`src/rtl/cmyk_stream_ctrl.sv`:
```
// cmyk_stream_ctrl: credit-based flow control around a non-stalling RGB-to-CMYK converter
module cmyk_stream_ctrl #(
  parameter int COLOR_PRECISION = 8,
  parameter int CONV_LATENCY    = 3,
  parameter int FIFO_DEPTH      = 4,
  parameter int FRAME_PIXELS    = 76800
) (
  input  logic                       i_sysclk,
  input  logic                       i_arstn,
  input  logic                       i_flush,
  input  logic                       i_valid,
  output logic                       o_ready,
  input  logic [COLOR_PRECISION-1:0] i_R,
  input  logic [COLOR_PRECISION-1:0] i_G,
  input  logic [COLOR_PRECISION-1:0] i_B,
  output logic [COLOR_PRECISION-1:0] o_R,
  output logic [COLOR_PRECISION-1:0] o_G,
  output logic [COLOR_PRECISION-1:0] o_B,
  input  logic [COLOR_PRECISION-1:0] i_C,
  input  logic [COLOR_PRECISION-1:0] i_M,
  input  logic [COLOR_PRECISION-1:0] i_Y,
  input  logic [COLOR_PRECISION-1:0] i_K,
  output logic                       o_valid,
  input  logic                       i_ready,
  output logic [COLOR_PRECISION-1:0] o_C,
  output logic [COLOR_PRECISION-1:0] o_M,
  output logic [COLOR_PRECISION-1:0] o_Y,
  output logic [COLOR_PRECISION-1:0] o_K,
  output logic                       o_last,
  output logic                       o_frame_done
);
  localparam int L   = CONV_LATENCY;
  localparam int AW  = $clog2(FIFO_DEPTH);
  localparam int NW  = AW + 1;
  localparam int CW  = FRAME_PIXELS > 1 ? $clog2(FRAME_PIXELS) : 1;
  localparam int EW  = 4 * COLOR_PRECISION + 1;
  logic [L-1:0]  tag_v_q, tag_v_d, tag_l_q, tag_l_d;
  logic [EW-1:0] mem_q [FIFO_DEPTH];
  logic [EW-1:0] mem_d [FIFO_DEPTH];
  logic [AW-1:0] wr_q, wr_d, rd_q, rd_d;
  logic [NW-1:0] cnt_q, cnt_d;
  logic [CW-1:0] pix_q, pix_d;
  logic          fd_q, fd_d;
  logic [7:0]    inflight;
  logic [EW-1:0] head;
  logic          accept, pop, wr, last_pix;
  assign o_R          = i_R;
  assign o_G          = i_G;
  assign o_B          = i_B;
  assign o_valid      = cnt_q != '0;
  assign head         = o_valid ? mem_q[rd_q] : '0;
  assign {o_C, o_M, o_Y, o_K, o_last} = head;
  assign o_frame_done = fd_q;
  // Credit: buffered plus in-flight pixels must leave room for one more result
  always_comb begin
    inflight = '0;
    for (int i = 0; i < L; i++) inflight = inflight + 8'(tag_v_q[i]);
    o_ready = !i_flush && (8'(cnt_q) + inflight) < 8'(FIFO_DEPTH);
  end
  // Next state for tags, pixel counter, FIFO and frame-done pulse; flush wins over everything
  always_comb begin
    accept   = i_valid & o_ready;
    pop      = o_valid & i_ready;
    wr       = tag_v_q[L-1];
    last_pix = pix_q == CW'(FRAME_PIXELS - 1);
    tag_v_d  = i_flush ? '0 : (tag_v_q << 1) | L'(accept);
    tag_l_d  = i_flush ? '0 : (tag_l_q << 1) | L'(accept & last_pix);
    pix_d    = i_flush ? '0 : !accept ? pix_q : last_pix ? '0 : pix_q + CW'(1);
    wr_d     = i_flush ? '0 : wr_q + AW'(wr);
    rd_d     = i_flush ? '0 : rd_q + AW'(pop);
    cnt_d    = i_flush ? '0 : cnt_q + NW'(wr) - NW'(pop);
    fd_d     = !i_flush && pop && head[0];
    mem_d    = mem_q;
    if (wr && !i_flush) mem_d[wr_q] = {i_C, i_M, i_Y, i_K, tag_l_q[L-1]};
  end
  // State registers, cleared asynchronously so in-flight and buffered pixels are dropped
  always_ff @(posedge i_sysclk or negedge i_arstn) begin
    if (!i_arstn) begin
      tag_v_q <= '0;
      tag_l_q <= '0;
      pix_q   <= '0;
      wr_q    <= '0;
      rd_q    <= '0;
      cnt_q   <= '0;
      fd_q    <= 1'b0;
      mem_q   <= '{default: '0};
    end else begin
      tag_v_q <= tag_v_d;
      tag_l_q <= tag_l_d;
      pix_q   <= pix_d;
      wr_q    <= wr_d;
      rd_q    <= rd_d;
      cnt_q   <= cnt_d;
      fd_q    <= fd_d;
      mem_q   <= mem_d;
    end
  end
endmodule

```
`config.mk`:
```
export PLATFORM = sky130hd
export DESIGN_NAME = cmyk_stream_ctrl
export DESIGN_NICKNAME = d
export VERILOG_FILES = /design/src/rtl/cmyk_stream_ctrl.sv
export SDC_FILE = /design/constraint.sdc
export NUM_CORES = 1
export LEC_CHECK = 0
export ABC_CLOCK_PERIOD_IN_PS = 2550
export BUFFER_PORTS_ARGS = -buffer_cell sky130_fd_sc_hd__buf_4
export CAP_MARGIN = 20
export CORE_MARGIN = 4
export CORE_UTILIZATION = 57
export CTS_CLUSTER_SIZE = 40
export DETAILED_ROUTE_END_ITERATION = 8
export GPL_ROUTABILITY_DRIVEN = 0
export PLACE_DENSITY = 0.8
export SYNTH_ARGS = -nofsm -noshare
export SYNTH_HDL_FRONTEND = slang
export SYNTH_SLANG_ARGS = --single-unit
```
`constraint.sdc`:
```
create_clock -name i_sysclk -period 2.55 [get_ports i_sysclk]
set_input_delay 0 -clock i_sysclk [delete_from_list [all_inputs] [get_ports i_sysclk]]
set_output_delay 0 -clock i_sysclk [all_outputs]
set_load 0.02 [all_outputs]
```
==> results.rst, run 1 <==
.. list-table::
   :header-rows: 1

   * - Metric
     - Value
   * - Storage element area
     - 4080 µm²
   * - Starting Density
     - 59.1%
   * - DP Cell Count
     - 736
   * - Antenna cells
     - 0
   * - Largest net degree at the start of global routing
     - 70
   * - Type of destination of the critical path
     - register
   * - Mapped Nets
     - 599
   * - Share of async-settable or async-resettable flops after synthesis
     - 100%
   * - PortBufs
     - 72
   * - Total Power Consumption
     - 8020 µW
   * - First-pass GRT wire length
     - 25000 µm
   * - Global-route congestion overflow total
     - 0
   * - FF+latch count, synth
     - 163
   * - Die outline height
     - 123 µm
   * - Worst path max stage delay
     - 430 ps
   * - Critical path arrival
     - 2570 ps
   * - Worst setup SP type
     - register
   * - Total Neg Setup Slack
     - 0 ps
   * - Setup repair after global routing missed its margin
     - no
   * - Most used cells in the layout excluding fill and tap cells
     - sky130_fd_sc_hd__dfrtp_1, sky130_fd_sc_hd__mux2_2, sky130_fd_sc_hd__buf_4
   * - Global Route met3 Usage
     - 4.67%
   * - Number of nets in the layout
     - 686
   * - Data required time of the critical path
     - 2860 ps
   * - Worst min-delay path category
     - input pin to output pin
   * - Cell with the largest stage delay on the worst path
     - sky130_fd_sc_hd__fa_1
   * - Post-DR vias/cell
     - 5.69
   * - Aggregate routed wire length
     - 15000 µm
   * - Number of DRC violations after detailed-routing iteration 0
     - 275
   * - Fill cells
     - 875
   * - Clock tree skew after final layout
     - 13.4 ps
   * - Pleak
     - 0.00432 µW
   * - Sinks on Clock Net
     - 163
   * - Max-Cap Viols
     - 0
   * - Iteration count of the initial detailed-routing pass
     - 4
   * - Setup repair bufs after CTS
     - 0
   * - Placeable core region
     - 12800 µm²
   * - Total standard cell area after synthesis
     - 7580 µm²
   * - Largest fanout on the critical path
     - 17
   * - Met1 GRT Util
     - 29.0%
   * - Critical path class
     - register to register
   * - Area taken by multi-input logic gates
     - 3230 µm²
   * - Worst-skew pair later-pin latency
     - 430 ps
   * - Worst path most repeated cell
     - sky130_fd_sc_hd__nor4b_2
   * - Actual slew at the worst max-slew pin
     - 620 ps
   * - Final hold slack
     - 0.00776 ps
   * - Maximum achievable frequency
     - 443 MHz
   * - Power Density
     - 872 nW/µm²
   * - Post-DR wirelength/cell
     - 18.7 µm
   * - Worst slew margin relative to its limit
     - 58.7%
   * - Register clock-pin slew on the reported worst setup and hold paths
     - 60 ps
   * - Part of the Yosys area used for sequential elements
     - 53.8%
   * - Floorplan die area
     - 15200 µm²
   * - Flip-flop cell with the highest count after synthesis
     - sky130_fd_sc_hd__dfrtp_1
   * - Initial antenna violation count
     - 0
   * - # IOs
     - 121
   * - Min Clock Period, post-route
     - 2260 ps
   * - Worst supply voltage drop on vdd
     - 0.518 mV
   * - Antenna-violating nets left
     - 0
   * - Vias after detailed routing
     - 4565
   * - Fraction of layout instances using a drive strength above 1
     - 46.7%
   * - Status
     - finished clean
   * - Number of hold-slack violations in the final timing report
     - 0
   * - Clock tree from TritonCTS
     - built
   * - Worst-case clock buffer depth
     - 2
   * - Global routing usage on met2
     - 35.1%
   * - Area Overhead vs Synth
     - 21.5%
   * - Count of different cell masters after synthesis
     - 35
   * - Clock root buffer
     - sky130_fd_sc_hd__clkbuf_16
   * - Number of warnings printed during yosys synthesis
     - 0
   * - Mapped Avg Cell Area
     - 14.3 µm²
   * - Chip Width
     - 123 µm
   * - Total track usage
     - 21.5%
   * - Number of standard cells in the final layout excluding fillers
     - 802
   * - H-tree Lvls
     - 4
   * - Busiest grt layer
     - met2
   * - Num CTS Buffers
     - 17
   * - Number of setup violations in the final report
     - 0
   * - Gate count after technology mapping
     - 530
   * - Total number of placement rows
     - 41
   * - Post-synth EDFFs
     - 0
   * - Final HPWL DP
     - 9410 µm
   * - Via count of the first global-routing pass
     - 4944
   * - Number of remaining DRC errors
     - 0
   * - Cell-by-cell trace of the critical path
     - fa_1, ha_1, nor4b_2, a21oi_1, buf_4, nor4b_2, xnor2_1, nor2_1
   * - Post-route clock period utilization
     - 88.5%
   * - Number of pins with negative max-slew slack in the final report
     - 0
   * - Most common cell after layout, fill and taps aside
     - sky130_fd_sc_hd__dfrtp_1
[report_power, final]
part | internal [µW] | switching [µW] | total [µW] | leakage, µW
registers | 2850 | 217 | 3070 | 0.00222
logic | 1220 | 1140 | 2370 | 0.00180
clock network | 1610 | 982 | 2590 | 0.000296
total | 5680 | 2340 | 8020 | 0.00432
[state kept, by name, indices dropped and copies added (netlist names)]
register,cells
cnt_q,3
mem_q,132
o_frame_done,1
pix_q,17
rd_q,2
tag_l_q,3
tag_v_q,3
wr_q,2
[final timing paths]
check	endpoint	slack [ps]	depth (start not counted)	startpoint
setup / recovery	pix_q[12]$_DFFE_PN0P_	290	8	tag_v_q[0]$_DFF_PN0_
hold / removal	o_B[2]	0.008	0	i_B[2]
setup reg to reg	pix_q[12]$_DFFE_PN0P_	290	8	tag_v_q[0]$_DFF_PN0_
hold reg to reg	tag_l_q[2]$_DFF_PN0_	480	1	tag_l_q[1]$_DFF_PN0_
max in group asynchronous	mem_q[13]$_DFFE_PN0P_	1510	3	i_arstn
min in group asynchronous	mem_q[40]$_DFFE_PN0P_	150	2	i_arstn
[what timing repair did]
action	in CTS	in global routing
gates resized for setup	0	2
setup endpoints to repair	0	1
hold endpoints to repair	207	0
hold buffers	34	0
[synthesized netlist by cell type (6+ instances only)]
master / count / area, µm²
sky130_fd_sc_hd__dfrtp_1: 163 / 4080
sky130_fd_sc_hd__mux2_2: 133 / 1500
sky130_fd_sc_hd__nor2b_1: 43 / 269
sky130_fd_sc_hd__mux4_2: 33 / 743
sky130_fd_sc_hd__buf_4: 24 / 180
sky130_fd_sc_hd__nor2_1: 23 / 86.3
sky130_fd_sc_hd__clkbuf_1: 22 / 82.6
sky130_fd_sc_hd__xnor2_1: 15 / 131
sky130_fd_sc_hd__nor3_1: 9 / 45.0
sky130_fd_sc_hd__nand2_1: 8 / 30.0
sky130_fd_sc_hd__inv_1: 7 / 26.3
sky130_fd_sc_hd__ha_1: 6 / 75.1
sky130_fd_sc_hd__nand3_1: 6 / 30.0
[kinds of logic after synthesis]
family / Yosys count / share of synthesized area [%]
muxes: 166 / 29.6
xor gates and xnor gates: 16 / 1.85
AOI/OAI and AO/OA: 8 / 0.875
and+or+nand+nor: 110 / 8.19
adders and majority gates: 8 / 1.52
DFF: 163 / 53.8
buffers and inverters: 59 / 4.19
[critical path: cells and delay by family (launching register included)]
| family | cells | cell delay, ps |
|---|---|---|
| and+or+nand+nor | 3 | 620 |
| xor gates and xnor gates | 1 | 160 |
| adders and majority gates | 2 | 650 |
| DFF | 1 | 400 |
| AOI/OAI and AO/OA | 1 | 110 |
| buffers and inverters | 1 | 200 |
[stage by stage]
stage                     instance area [µm²]  util, %  worst slack [ps]
after floorplan                          7580        -               302
after global placement                   8250     64.3               230
after detailed placement                 8250     64.3              96.1
after CTS                                9190     71.7              67.6
after global routing                     9210     71.8               131
final                                    9210     71.8               292
[routing by layer]
layer  vias to the layer above  wire length (µm)  share of wire, %
met2                        99              7580                51
met1                      2395              6610                44
met4                         0               185               1.2
li1                       2049                 -                 -
met5                         -                 0                 0
met3                        22               577               3.9
[layout make-up]
type,instances,share of cell area [%]
well taps,172,2.34
multi-input cells,308,35.1
flip-flops and latches,163,44.3
repair buffers,120,11.4
inverters,7,0.285
clock buffers,22,5.15
clock inverters,10,1.41
No activity file was read; power rests on OpenSTA's default activity.
==> run 2: changes to the inputs <==
- CORE_UTILIZATION: 57 -> 40
- PLACE_DENSITY: 0.8 -> unset
==> results.rst, run 2 (synthesized netlist as in run 1, its figures left out) <==
.. list-table::
   :header-rows: 1

   * - Metric
     - Value
   * - Setup slack of the most critical reg-to-reg path
     - 200 ps (-90 ps)
   * - Clock tree from TritonCTS
     - built
   * - RR Endpoint
     - pix_q[9]$_DFFE_PN0P_
   * - Register clock-pin slew on the reported worst setup and hold paths
     - 60 ps (about the same)
   * - Worst path max stage delay
     - 420 ps (about the same)
   * - Worst slew margin relative to its limit
     - 57.1% (-1.6 points)
   * - Total Neg Setup Slack
     - 0 ps (unchanged)
   * - Post-DR wirelength/cell
     - 18.3 µm (-1.9%)
   * - Clock root buffer
     - sky130_fd_sc_hd__clkbuf_16
   * - # IOs
     - 121 (unchanged)
   * - Placeable core region
     - 18600 µm² (+45%)
   * - Fraction of layout instances using a drive strength above 1
     - 46.5% (-0.15 points)
   * - Number of hold-slack violations in the final timing report
     - 0 (unchanged)
   * - Maximum achievable frequency
     - 425 MHz (-4.0%)
   * - Num CTS Buffers
     - 17 (unchanged)
   * - Post-route clock period utilization
     - 92.2% (+3.7 points)
   * - Part of the power in combinational logic
     - 29.4% (about the same)
   * - WP depth
     - 8 (unchanged)
   * - Max reg flops
     - 132 (unchanged)
   * - Floorplan die area
     - 21200 µm² (+40%)
   * - Worst setup SP type
     - register
   * - Power Density
     - 875 nW/µm² (+0.41%)
   * - Starting Density
     - 40.7% (-18 points)
   * - Sinks on Clock Net
     - 163 (unchanged)
   * - Setup repair after global routing missed its margin
     - no
   * - Number of nets in the layout
     - 689 (+0.44%)
   * - Data required time of the critical path
     - 2850 ps (about the same)
   * - Vias after detailed routing
     - 4523 (-0.92%)
   * - Most common cell after layout, fill and taps aside
     - sky130_fd_sc_hd__dfrtp_1
   * - Pleak
     - 0.00433 µW (+0.39%)
   * - Number of pins with negative max-slew slack in the final report
     - 0 (unchanged)
   * - Via count of the first global-routing pass
     - 5001 (+1.2%)
   * - Worst-skew pair later-pin latency
     - 410 ps (-20 ps)
   * - Final HPWL DP
     - 10300 µm (+9.0%)
   * - Most used cells in the layout excluding fill and tap cells
     - sky130_fd_sc_hd__dfrtp_1, sky130_fd_sc_hd__mux2_2, sky130_fd_sc_hd__buf_4
   * - Setup repair bufs after CTS
     - 0 (unchanged)
   * - Worst Hold Endpoint
     - o_B[6]
   * - Cell-by-cell trace of the critical path
     - fa_1, ha_1, nor4b_2, a21oi_1, buf_4, nor4_1, xnor2_1, nor2_1
   * - Aggregate routed wire length
     - 15900 µm (+6.0%)
   * - Chip Width
     - 146 µm (+18%)
   * - Hold Path Depth
     - 0 (unchanged)
   * - Register containing the most flip-flops in the final layout
     - mem_q
   * - Critical path class
     - register to register
   * - Regs by FF count
     - mem_q x132, pix_q x17
   * - Die outline height
     - 146 µm (+18%)
   * - Switching share of power
     - 28.9% (-0.30 points)
   * - Largest net degree at the start of global routing
     - 72 (+2.9%)
   * - Clock tree skew after final layout
     - 5.43 ps (-7.93 ps)
   * - Cell with the largest stage delay on the worst path
     - sky130_fd_sc_hd__fa_1
   * - Area Overhead vs Synth
     - 22.9%
   * - Max-Cap Viols
     - 0 (unchanged)
   * - Initial antenna violation count
     - 1 (+1)
   * - Global-route congestion overflow total
     - 0 (unchanged)
   * - Reported net switching power
     - 2350 µW (+0.54%)
   * - Min Clock Period, post-route
     - 2350 ps (+93.4 ps)
   * - H-tree Lvls
     - 4 (unchanged)
   * - Critical path's top delay family
     - simple AND/OR/NAND/NOR gates
   * - Launching point of the worst reg2reg path
     - tag_v_q[0]$_DFF_PN0_
   * - Status
     - finished clean
   * - Number of DRC violations after detailed-routing iteration 0
     - 189 (-31%)
   * - Actual slew at the worst max-slew pin
     - 644 ps (+23.9 ps)
   * - Global routing usage on met2
     - 26.6% (-8.5 points)
   * - Critical path arrival
     - 2650 ps (+80 ps)
   * - WP buf/inv
     - 1 (unchanged)
   * - Worst-case clock buffer depth
     - 2 (unchanged)
   * - Antenna-violating nets left
     - 0 (unchanged)
   * - Fill cells
     - 1618 (+85%)
   * - First-pass GRT wire length
     - 26400 µm (+5.8%)
   * - Sequential group share of total power
     - 37.5% (-0.7 points)
   * - Busiest grt layer
     - met2
   * - Iteration count of the initial detailed-routing pass
     - 4 (unchanged)
   * - Global Route met3 Usage
     - 5.39% (+0.72 points)
   * - Fin worst setup slack
     - 199 ps (-93.4 ps)
   * - PortBufs
     - 72 (unchanged)
   * - Internal power component
     - 5800 µW (+2.0%)
   * - Worst-case reg-to-reg path depth
     - 8 (unchanged)
   * - Proportion of power drawn by the clock network
     - 33.1% (+0.8 points)
   * - Total track usage
     - 15.6% (-5.9 points)
   * - Met1 GRT Util
     - 19.3% (-9.6 points)
   * - Post-DR vias/cell
     - 5.22 (-8.3%)
   * - Total number of placement rows
     - 50 (+22%)
   * - Type of destination of the critical path
     - register
   * - Worst supply voltage drop on vdd
     - 0.401 mV (-23%)
   * - Number of remaining DRC errors
     - 0 (unchanged)
   * - Setup slack at placement
     - 123 ps (+26.9 ps)
   * - Largest fanout on the critical path
     - 10 (-7)
   * - Startpoint of the lowest-slack hold path
     - i_B[6]
   * - Worst min-delay path category
     - input pin to output pin
   * - Number of setup violations in the final report
     - 0 (unchanged)
run 2: final cells by class:
| type | count | area [µm²] | share of cell area [%] |
|---|---|---|---|
| timing repair buffer | 123 | 1060 | 11.4 |
| antenna | 1 | 2.50 | 0.0269 |
| tap | 234 | 293 | 3.14 |
| multi-input combinational | 308 | 3220 | 34.6 |
| clock inverter | 8 | 149 | 1.60 |
| sequential | 163 | 4080 | 43.8 |
| clock buffer | 23 | 478 | 5.13 |
| inverter | 7 | 26.3 | 0.282 |
run 2: through the flow:
stage / total power, µW / hold slack, ps / cells / cell area (µm²) / utilization [%]
final: 8150 / 0.00775 / 867 / 9310 / 50.0
after global routing: 8570 / 0.0339 / 867 / 9310 / 50.0
after CTS: 8300 / 0.137 / 866 / 9300 / 49.9
after detailed placement: 5530 / 0.137 / 801 / 8340 / 44.7
after global placement: 5470 / 0.137 / 801 / 8340 / 44.7
after floorplan: 4630 / -296 / 530 / 7580 / -
run 2: worst max path at each step:
| stage | end | slack (ps) | startpoint |
|---|---|---|---|
| floorplan | pix_q[7]$_DFFE_PN0P_ | 300 | tag_v_q[0]$_DFF_PN0_ |
| global placement | pix_q[9]$_DFFE_PN0P_ | 220 | tag_v_q[0]$_DFF_PN0_ |
| detailed placement | pix_q[9]$_DFFE_PN0P_ | 120 | tag_v_q[0]$_DFF_PN0_ |
| CTS | pix_q[9]$_DFFE_PN0P_ | 120 | tag_v_q[0]$_DFF_PN0_ |
| global route | pix_q[9]$_DFFE_PN0P_ | 70 | tag_v_q[0]$_DFF_PN0_ |
| finish | pix_q[9]$_DFFE_PN0P_ | 200 | tag_v_q[0]$_DFF_PN0_ |
run 2: metal layers:
metal,up-vias,wire length [µm]
li1,2047,-
met5,-,0
met4,0,145
met3,10,805
met1,2377,6770
met2,89,8130
run 2: power by group through the flow:
stage          Sequential [µW]  Combinational [µW]  Clock (µW)
4_1_cts                   3060                2470        2770
3_3_place_gp              3090                2390           0
2_1_floorplan             3000                1640           0
5_1_grt                   3100                2600        2880
3_5_place_dp              3110                2420           0
6_report                  3060                2400        2700
run 2: timing repair:
action	in CTS	in global routing
setup endpoints to repair	0	1
resized for setup	0	1
hold buffers	34	0
hold endpoints to repair	207	0
==> run 3: changes to the inputs <==
- CORE_ASPECT_RATIO: unset -> 1.1
==> results.rst, run 3 (synthesized netlist as in run 1, its figures left out) <==
.. list-table::
   :header-rows: 1

   * - Metric
     - Value
   * - Final hold slack
     - 0.00881 ps (+0.00107 ps)
   * - Die outline height
     - 152 µm (+4.6%)
   * - Reported net switching power
     - 2380 µW (+1.1%)
   * - Worst setup SP type
     - register
   * - Placeable core region
     - 18500 µm² (-0.54%)
   * - Number of setup violations in the final report
     - 0 (unchanged)
   * - Clock root buffer
     - sky130_fd_sc_hd__clkbuf_16
   * - Number of DRC violations after detailed-routing iteration 0
     - 155 (-18%)
   * - Max reg flops
     - 132 (unchanged)
   * - Critical path arrival
     - 2680 ps (+30 ps)
   * - Starting Density
     - 40.9% (+0.22 points)
   * - DP Cell Count
     - 810 (+1.1%)
   * - # IOs
     - 121 (unchanged)
   * - WP buf/inv
     - 1 (unchanged)
   * - Actual slew at the worst max-slew pin
     - 594 ps (-50.3 ps)
   * - Type of destination of the critical path
     - register
   * - Largest fanout on the critical path
     - 7 (-3)
   * - Post-DR vias/cell
     - 5.08 (-2.7%)
   * - Setup slack at placement
     - 184 ps (+61.0 ps)
   * - Vias after detailed routing
     - 4452 (-1.6%)
   * - Worst-case clock buffer depth
     - 2 (unchanged)
   * - Maximum achievable frequency
     - 421 MHz (-0.93%)
   * - Switching share of power
     - 28.9% (+0.051 points)
   * - Final HPWL DP
     - 10000 µm (-2.3%)
   * - Worst path max stage delay
     - 420 ps (about the same)
   * - Most common cell after layout, fill and taps aside
     - sky130_fd_sc_hd__dfrtp_1
   * - Worst min-delay path category
     - input pin to output pin
   * - Critical path's top delay family
     - simple AND/OR/NAND/NOR gates
   * - Worst supply voltage drop on vdd
     - 0.554 mV (+38%)
   * - Post-route clock period utilization
     - 93.1% (+0.86 points)
   * - Pleak
     - 0.00434 µW (+0.21%)
   * - H-tree Lvls
     - 4 (unchanged)
   * - Fin worst setup slack
     - 177 ps (-22.1 ps)
   * - Num CTS Buffers
     - 17 (unchanged)
   * - Number of standard cells in the final layout excluding fillers
     - 877 (+1.2%)
   * - First-pass GRT wire length
     - 26000 µm (-1.5%)
   * - Number of remaining DRC errors
     - 0 (unchanged)
   * - Clock tree from TritonCTS
     - built
   * - Number of pins with negative max-slew slack in the final report
     - 0 (unchanged)
   * - Status
     - finished clean
   * - Number of hold-slack violations in the final timing report
     - 0 (unchanged)
   * - Cell-by-cell trace of the critical path
     - fa_1, ha_1, nor4b_1, a21oi_1, buf_4, nor3b_1, xnor2_1, nor2_1
   * - Sequential group share of total power
     - 37.2% (-0.3 points)
   * - Initial antenna violation count
     - 1 (unchanged)
   * - PortBufs
     - 72 (unchanged)
   * - Internal power component
     - 5840 µW (+0.81%)
   * - Area Overhead vs Synth
     - 23.4%
   * - Worst slew margin relative to its limit
     - 60.4% (+3.4 points)
   * - Total track usage
     - 15.4% (-0.22 points)
   * - Global-route congestion overflow total
     - 0 (unchanged)
   * - Iteration count of the initial detailed-routing pass
     - 4 (unchanged)
   * - Floorplan die area
     - 21200 µm² (about the same)
   * - Clock tree skew after final layout
     - 5.66 ps (+0.226 ps)
   * - Worst-skew pair later-pin latency
     - 420 ps (about the same)
   * - Cts hold-fix bufs
     - 34 (unchanged)
   * - Via count of the first global-routing pass
     - 4884 (-2.3%)
   * - Fill cells
     - 1588 (-1.9%)
   * - Aggregate routed wire length
     - 15600 µm (-1.5%)
   * - Min Clock Period, post-route
     - 2370 ps (+22.1 ps)
   * - Most used cells in the layout excluding fill and tap cells
     - sky130_fd_sc_hd__dfrtp_1, sky130_fd_sc_hd__mux2_2, sky130_fd_sc_hd__buf_4
   * - Regs by FF count
     - mem_q x132, pix_q x17
   * - Antenna-violating nets left
     - 0 (unchanged)
   * - Area taken by multi-input logic gates
     - 3210 µm² (-0.19%)
   * - Max-Cap Viols
     - 0 (unchanged)
   * - Largest net degree at the start of global routing
     - 74 (+2.8%)
   * - Chip Width
     - 139 µm (-4.4%)
   * - Proportion of power drawn by the clock network
     - 33.2% (about the same)
   * - Setup repair after global routing missed its margin
     - no
   * - Total number of placement rows
     - 52 (+4.0%)
   * - Sinks on Clock Net
     - 163 (unchanged)
   * - Power Density
     - 879 nW/µm² (+0.44%)
   * - Number of nets in the layout
     - 689 (unchanged)
   * - Post-DR wirelength/cell
     - 17.8 µm (-2.7%)
   * - Final cell utilization of the core
     - 50.4% (+0.49 points)
   * - Fraction of layout instances using a drive strength above 1
     - 46.6% (+0.084 points)
   * - Part of the power in combinational logic
     - 29.6% (+0.2 points)
   * - Total Neg Setup Slack
     - 0 ps (unchanged)
   * - Register containing the most flip-flops in the final layout
     - mem_q
   * - Post-cts gate resize count
     - 0 (unchanged)
   * - Critical path class
     - register to register
   * - Data required time of the critical path
     - 2860 ps (about the same)
   * - Storage element area
     - 4080 µm² (unchanged)
   * - Setup repair bufs after CTS
     - 0 (unchanged)
   * - Register clock-pin slew on the reported worst setup and hold paths
     - 60 ps (about the same)
   * - Cell with the largest stage delay on the worst path
     - sky130_fd_sc_hd__fa_1
[run 3: cell types whose count changed in the layout (fill, tap and decap cells not counted), sizes merged]
| cell | previous run | this run |
|---|---|---|
| clkinv | 1 | 3 |
| inv | 8 | 7 |
[run 3: power groups by stage]
stage               combinational [µW]  clock, µW  sequential [µW]
detailed placement                2440          0             3110
finish                            2430       2730             3060
global placement                  2410          0             3090
global route                      2650       2910             3100
floorplan                         1640          0             3000
CTS                               2500       2810             3060
[run 3: worst paths after layout]
kind | depth (start not counted) | start | slack, ps | to
worst max-delay path | 8 | tag_v_q[0]$_DFF_PN0_ | 180 | pix_q[4]$_DFFE_PN0P_
max in group asynchronous | 3 | i_arstn | 1560 | mem_q[32]$_DFFE_PN0P_
min in group asynchronous | 2 | i_arstn | 150 | mem_q[16]$_DFFE_PN0P_
worst min register to register | 1 | tag_l_q[1]$_DFF_PN0_ | 460 | tag_l_q[2]$_DFF_PN0_
worst max register to register | 8 | tag_v_q[0]$_DFF_PN0_ | 180 | pix_q[4]$_DFFE_PN0P_
worst min-delay path | 0 | i_B[0] | 0.009 | o_B[0]
[run 3: metrics by stage]
step	power (µW)	area (µm²)
6_report	8220	9350
5_1_grt	8660	9350
4_1_cts	8370	9350
3_5_place_dp	5560	8370
3_3_place_gp	5490	8370
2_1_floorplan	4630	7580
[run 3: final cells by class]
type / instances / area share [%]
clock buffers: 23 / 5.22
repair buffers: 123 / 11.6
multi-input cells: 308 / 34.4
inverters: 7 / 0.281
well taps: 243 / 3.25
diodes: 1 / 0.0268
clock inverters: 9 / 1.61
flip-flops and latches: 163 / 43.6
[run 3: per-layer routing]
metal / GRT usage [%] / vias up / routed length [µm]
met1: 19.8 / 2312 / 6860
met3: 4.05 / 20 / 611
met2: 25.7 / 73 / 7980
met4: 4.29 / 0 / 164
met5: 0 / - / 0
li1: - / 2047 / -
